## src/rtl/rom_seq_ctrl.sv

```systemverilog
// rom_seq_ctrl: walks an external combinational pattern ROM at a programmable
// step rate and registers each word onto pattern with a one-cycle valid strobe.
// Walk modes: up-wrap, down-wrap, ping-pong, single-shot up.
module rom_seq_ctrl #(
    parameter int ADDR_W = 3,
    parameter int DATA_W = 8,
    parameter int DIV_W  = 16
) (
    input  logic              clk,
    input  logic              rst_n,
    input  logic              start,
    input  logic              stop,
    input  logic [1:0]        mode,
    input  logic [DIV_W-1:0]  rate,
    output logic [ADDR_W-1:0] rom_addr,
    input  logic [DATA_W-1:0] rom_data,
    output logic [DATA_W-1:0] pattern,
    output logic              pattern_valid,
    output logic              busy,
    output logic              done
);

    typedef enum logic {IDLE, RUN} state_t;

    localparam logic [1:0] M_UP    = 2'b00;
    localparam logic [1:0] M_DOWN  = 2'b01;
    localparam logic [1:0] M_PING  = 2'b10;
    localparam logic [1:0] M_SINGLE = 2'b11;

    localparam logic [ADDR_W-1:0] AMAX = '1;
    localparam logic [ADDR_W-1:0] ONE  = ADDR_W'(1);
    localparam logic [DIV_W-1:0]  DONE = DIV_W'(1);

    state_t            state;
    logic [DIV_W-1:0]  div;
    logic [DIV_W-1:0]  rate_l;
    logic [1:0]        mode_l;
    logic              dir_dn;

    logic [ADDR_W-1:0] next_addr;
    logic              next_dn;

    // Address (and ping-pong direction) to move to on the next step edge
    always_comb begin
        next_addr = rom_addr + ONE;
        next_dn   = dir_dn;
        case (mode_l)
            M_DOWN: next_addr = rom_addr - ONE;
            M_PING: begin
                if (!dir_dn) begin
                    // turning at MAX so the endpoint is emitted only once
                    if (rom_addr == AMAX) begin
                        next_addr = rom_addr - ONE;
                        next_dn   = 1'b1;
                    end
                end else if (rom_addr == '0) begin
                    next_dn = 1'b0;
                end else begin
                    next_addr = rom_addr - ONE;
                end
            end
            default: ;
        endcase
    end

    // Sequencer FSM with all outputs registered alongside the state
    always_ff @(posedge clk or negedge rst_n) begin
        if (!rst_n) begin
            state         <= IDLE;
            rom_addr      <= '0;
            pattern       <= '0;
            pattern_valid <= 1'b0;
            busy          <= 1'b0;
            done          <= 1'b0;
            div           <= '0;
            rate_l        <= '0;
            mode_l        <= M_UP;
            dir_dn        <= 1'b0;
        end else begin
            pattern_valid <= 1'b0;
            done          <= 1'b0;
            case (state)
                IDLE: begin
                    // start together with stop is treated as no request
                    if (start && !stop) begin
                        state    <= RUN;
                        busy     <= 1'b1;
                        mode_l   <= mode;
                        rate_l   <= rate;
                        div      <= '0;
                        rom_addr <= (mode == M_DOWN) ? AMAX : '0;
                        dir_dn   <= (mode == M_DOWN);
                    end
                end
                RUN: begin
                    if (stop) begin
                        // abort wins over a coincident step; pattern keeps last word
                        state    <= IDLE;
                        busy     <= 1'b0;
                        rom_addr <= '0;
                        div      <= '0;
                        dir_dn   <= 1'b0;
                    end else if (div == rate_l) begin
                        pattern       <= rom_data;
                        pattern_valid <= 1'b1;
                        div           <= '0;
                        if (mode_l == M_SINGLE && rom_addr == AMAX) begin
                            state    <= IDLE;
                            busy     <= 1'b0;
                            done     <= 1'b1;
                            rom_addr <= '0;
                            dir_dn   <= 1'b0;
                        end else begin
                            rom_addr <= next_addr;
                            dir_dn   <= next_dn;
                        end
                    end else begin
                        div <= div + DONE;
                    end
                end
                default: begin
                    state <= IDLE;
                    busy  <= 1'b0;
                end
            endcase
        end
    end

endmodule

```

## config.mk

```make
export PLATFORM = sky130hd
export DESIGN_NAME = rom_seq_ctrl
export DESIGN_NICKNAME = d
export VERILOG_FILES = /design/src/rtl/rom_seq_ctrl.sv
export SDC_FILE = /design/constraint.sdc
export NUM_CORES = 1
export LEC_CHECK = 0
export ABC_AREA = 1
export ABC_CLOCK_PERIOD_IN_PS = 1400
export CAP_MARGIN = 0
export CORE_UTILIZATION = 49
export DETAILED_ROUTE_END_ITERATION = 12
export PLACE_DENSITY = 0.82
export SETUP_SLACK_MARGIN = 0.05
export SYNTH_ARGS = -nofsm -noshare
export SYNTH_HDL_FRONTEND = slang
export SYNTH_SLANG_ARGS = --single-unit
```

## constraint.sdc

```tcl
create_clock -name clk -period 1.4 [get_ports clk]
set_clock_uncertainty 0.15 [all_clocks]
set_input_delay 0.28 -clock clk [delete_from_list [all_inputs] [get_ports clk]]
set_output_delay 0.28 -clock clk [all_outputs]
set_load 0.005 [all_outputs]
```

=== Yosys cells after proc, flatten, opt, wreduce, memory -nomap -nowiden ===
Index checks and enable logic that the tools add are counted.

* Bits in registers: 50
* Output and inout bits: 14

* $add $sub $neg: 3
* Reduce and logical (&&, ||, !) cells: 9
* Bitwise logic cells: 2
* Equality and inequality tests: 10
* Muxes and demuxes: 40

{| class="wikitable"
|+ Operators with widths
! kind !! count
|-
| 16-bit two-way mux || 3
|-
| 16-bit case mux with 2 select lines || 1
|-
| 3-bit two-way mux || 8
|-
| 1-bit two-way mux || 23
|-
| 16-bit by 1-bit adder with 16-bit output, second input constant || 1
|-
| 16-bit == test || 1
|-
| 3-bit case mux with 2 select lines || 2
|-
| 3-bit AND reduction || 3
|-
| 3-bit by 2-bit inequality test with 1-bit output, second input constant || 2
|-
| 1-bit case mux with 2 select lines || 3
|-
| 2-bit by 1-bit == test with 1-bit output, second input constant || 2
|-
| 2-bit == test, second input constant || 2
|-
| 4-bit by 2-bit inequality test with 1-bit output, second input constant || 1
|-
| 2-bit AND reduction || 2
|-
| 3-bit by 1-bit adder with 3-bit output, second input constant || 1
|-
| 3-bit == test, second input constant || 1
|-
| 3-bit logical NOT || 1
|-
| 3-bit by 1-bit subtractor with 3-bit output, second input constant || 1
|-
| 1-bit logical AND || 2
|-
| 2-bit inequality test, second input constant || 1
|-
| 1-bit inverter || 2
|-
| 1-bit logical NOT || 1
|}

=== Longest topological paths before layout ===
* Depth after elaboration: 8
* Depth in mapped cells: 12

=== Worst setup path before layout ===
No wires, ideal clock.

* Path kind: register to register
* From: reg div[10]
* To: reg busy
* Cell stages (with the launch flop): 13
* Arrival time: 1,205 ps
* Data required time: 1,120 ps
* Library setup time: 130 ps
* Path slack: -85 ps
* Path through: dfrtp_1 -> inv_2 -> nand2_1 -> nand2_1 -> nor2_1 -> nand2_1 -> nor2_2 -> nand2_2 -> nand2_4 -> buf_8 -> nand2_1 -> nand2_1 -> nand2_1

* Cells in the longest elaborated chain, start to end: 3

{| class="wikitable"
|+ RTL lines
! element !! RTL line !! RTL
|-
| start: declaration || 35 || <nowiki>logic [DIV_W-1:0] div;</nowiki>
|-
| start signal: assignment || 118 || <nowiki>div <= div + DONE;</nowiki>
|-
| 16-bit == test || 103 || <nowiki>end else if (div == rate_l) begin</nowiki>
|-
| 3-bit by 2-bit inequality test with 1-bit output (no source line) || - ||
|-
| 3-bit AND reduction (no source line) || - ||
|-
| end signal: assignment || 99 || <nowiki>busy <= 1'b0;</nowiki>
|-
| end signal: assignment || 109 || <nowiki>busy <= 1'b0;</nowiki>
|-
| end signal: assignment || 123 || <nowiki>busy <= 1'b0;</nowiki>
|-
| end: declaration || 19 || <nowiki>output logic busy,</nowiki>
|}

Every way passes these cells.
A chain may end at the register's enable or synchronous reset.

=== Final worst setup path ===
* From: in start
* To: reg div[2]

* Cells in the longest elaborated chain, start to end: 2

{| class="wikitable"
|+ RTL lines
! element !! RTL line !! RTL
|-
| start: declaration || 11 || <nowiki>input logic start,</nowiki>
|-
| 1-bit logical AND || 85 || <nowiki>if (start && !stop) begin</nowiki>
|-
| 2-bit inequality test (no source line) || - ||
|}

Every way passes these cells.

==> flow_metrics.py <==
metrics = {
    "route": {
        "viasPerCell": 5.50,
        "drtIter0Drc": 212,
        "drt_first_pass_iters": 5,
        "ant_nets": 0,
        "drc_errors": 0,
        "wl_microns": 10500,
        "vias": 3263,
        "wire_per_inst_microns": 17.8,
    },
    "worst_hold_path": {
        "hold_path.class": "in2async",
    },
    "power_and_ir_drop": {
        "leakagePower_nw": 2.37,
        "swShare": 0.360,
        "ir_drop_mv": 0.983,
        "clkPwrFrac": 0.232,
        "power_frac_comb": 0.417,
        "netSwitchingPower_w": 0.00195,
        "internal_power_w": 0.00346,
        "seq_power_share": 0.352,
        "p_total_w": 0.00541,
        "powerDensity_nw_per_um2": 1170,
    },
    "setup_path": {
        "crit_type": "in2reg",
        "ff2ff_path_depth": 11,
        "critPathArrivalTime_ns": 2.16,
        "crit_path_start": "start",
        "rr_startpoint": "div[11]",
        "r2r-end": "done",
        "critPathCaptureType": "flop",
        "cp.required_ns": 1.49,
        "cp-endpoint": "div[2]",
        "startpoint_type": "input pin",
        "critical_path.max_fanout": 10,
        "r2r_slack_ns": -0.57,
    },
    "timing": {
        "grt_setup_unrepaired": "true",
        "hold_viol_final": 0,
        "drv_slew": 0,
        "fin_ws_ns": -0.670,
        "slew_headroom": 0.742,
        "max_freq_mhz": 483,
        "min_period_ns": 2.07,
        "timing.final.crit_share": 1.48,
        "setup_viol": 36,
        "tightest_slew_ns": 0.383,
    },
    "global_routing": {
        "grt-ovfl-total": 0,
        "antenna_found_initial": 0,
        "grtUsageTotal": 0.302,
        "grt_pass1_wl_microns": 14100,
        "grt_pass1_vias": 3059,
        "grt_max_degree": 51,
    },
    "cts": {
        "cts.sinks": 50,
        "cts_tree": "yes",
        "clk_latency_ns": 0.32,
        "clockRootBuffer": "clkbuf_8",
        "ctsHtreeMaxLevel": 2,
        "clk_pin_slew_ns": 0.10,
        "cts_inserted_buffers": 5,
        "cts_buffer_depth": 2,
    },
    "place": {
        "place.port_buffers": 43,
        "placed_area_sq_um": 3820,
        "dp_hpwl_microns": 4870,
        "routabilityCongestion": 0.819,
        "pre_cts_slack_ns": -0.508,
    },
    "floorplanning": {
        "fp-row-count": 27,
        "fp.dieH_microns": 77.7,
        "start_util": 0.509,
        "coreArea_sq_um": 5510,
        "io_pins": 44,
        "fp.dieW_microns": 77.7,
        "fp.dieArea_sq_um": 6030,
    },
    "synthesis": {
        "synth_common_cells": "nand2_1 (122), dfrtp_1 (50), inv_1 (46), nor2_1 (37), a21oi_1 (24)",
        "synth_top_area_frac": 0.446,
        "synth-edff-count": 0,
        "synth_area_leaders": "dfrtp_1 (45%), nand2_1 (16%), inv_1 (6.2%), nor2_1 (5.0%), a21oi_1 (4.3%)",
        "yosysWarnings": 0,
        "synthArstFlopShare": 1.00,
        "yosysTopAreaCell": "dfrtp_1",
        "synth.distinct_cells": 24,
        "syn_avg_cell_area_sq_um": 7.42,
        "yosysSeqAreaShare": 0.446,
        "yosysMostFrequentCell": "nand2_1",
        "synth_fp_nets": 416,
        "synth_flop_cell": "dfrtp_1",
        "synth-seq-cells": 50,
        "syn_area_sq_um": 2810,
        "syn_inst": 378,
    },
    "finish": {
        "fin_util": 0.841,
        "syn_to_final_growth_pct": 65.2,
        "drive_gt1_frac": 0.440,
        "fin_area_sq_um": 4630,
        "diodes": 0,
        "layout.nets": 558,
    },
    "status": {
        "violations": "negative setup slack",
        "status": "finished, violations left",
    },
    "job": {
        "maxCapViolCount": 0,
    },
}
## sequential cells by signal (all words and copies together), names as in the netlist
name / count
busy: 1
dir_dn: 1
div: 16
done: 1
mode_l: 2
pattern: 8
pattern_valid: 1
rate_l: 16
rom_addr: 3
state: 1
## final cells by class
type | count | area, sq um
clock buffer | 5 | 68.8
clock inverter | 3 | 68.8
fill | 283 | 873
inverter | 55 | 206
multi-input combinational | 267 | 1710
sequential | 50 | 1250
tap | 72 | 90.1
timing repair buffer | 141 | 1240
## logic make-up after synthesis
kind of cell,share of synthesized area
AND/OR/NAND/NOR,0.303
buffers and inverters,0.0954
flip-flops,0.446
AO/OA/AOI/OAI,0.0776
XOR/XNOR,0.0343
adder cells (fa/ha/maj),0.0357
multiplexers,0.00803
## power groups by stage
stage	registers, W	clock network (W)	logic, W
2_1_floorplan	0.00187	0	0.000897
3_3_place_gp	0.00190	0	0.00154
3_5_place_dp	0.00191	0	0.00162
4_1_cts	0.00187	0.00126	0.00192
5_1_grt	0.00193	0.00131	0.00246
6_report	0.00190	0.00125	0.00226
## critical path: stages
cell             delay, ns
clkdlybuf4s50_1       0.57
nand2_1               0.11
nand2_2               0.17
buf_4                 0.25
inv_1                 0.11
o21ai_0               0.34
nand2_1               0.14
a21oi_1               0.19
## per-layer routing
| metal | vias up | GRT usage | wire, microns |
|---|---|---|---|
| met5 | - | 0 | 0 |
| met4 | 0 | 0.134 | 762 |
| met3 | 79 | 0.0612 | 704 |
| met2 | 195 | 0.543 | 5390 |
| met1 | 1539 | 0.344 | 3690 |
| li1 | 1450 | - | - |
## worst min path at each step
stage,slack [ns],cells after the start,startpoint,end
2_1_floorplan,-0.17,0,rst_n,busy
3_3_place_gp,0.14,2,rst_n,rate_l[13]
3_5_place_dp,0.15,2,rst_n,rate_l[13]
4_1_cts,0.34,2,pattern[5],pattern[5]
5_1_grt,0.35,3,rst_n,rate_l[13]
6_report,0.31,3,rst_n,rate_l[13]
## repair_timing
action | in CTS | in global routing
buffers inserted | 25 | 8
pin swaps | 19 | 14
resized for setup | 100 | 89
hold endpoints to repair | 50 | 0
endpoints found under the setup margin | 64 | 56
gates cloned | 3 | 1
hold buffers | 1 | 0
## placed cells by master, fill, tap and decap left out, types with 5 or more instances in the layout
cell,instances
xor2_1,11
clkbuf_8,5
o21ai_0,5
buf_12,6
nand2_2,24
nand2_8,5
nand4_1,5
clkdlybuf4s50_1,27
buf_4,81
inv_2,17
o21ai_1,8
nor2_1,16
nor2_2,16
nand2_4,9
buf_2,10
dfrtp_1,49
a21oi_1,15
nand3_2,6
nor2_4,12
a21oi_2,9
buf_6,9
inv_1,38
nand3_1,12
nand2_1,93
ha_1,7
## per-stage QoR
stage                     std cells  hold slack (ns)  setup TNS [ns]
after global routing            593            0.353          -19.19
after global placement          553            0.140          -16.41
final                           593            0.312          -16.63
after CTS                       587            0.338           -8.48
after detailed placement        553            0.147          -18.36
after floorplan                 378           -0.166           -1.34
(Power assumes the default switching activity.)
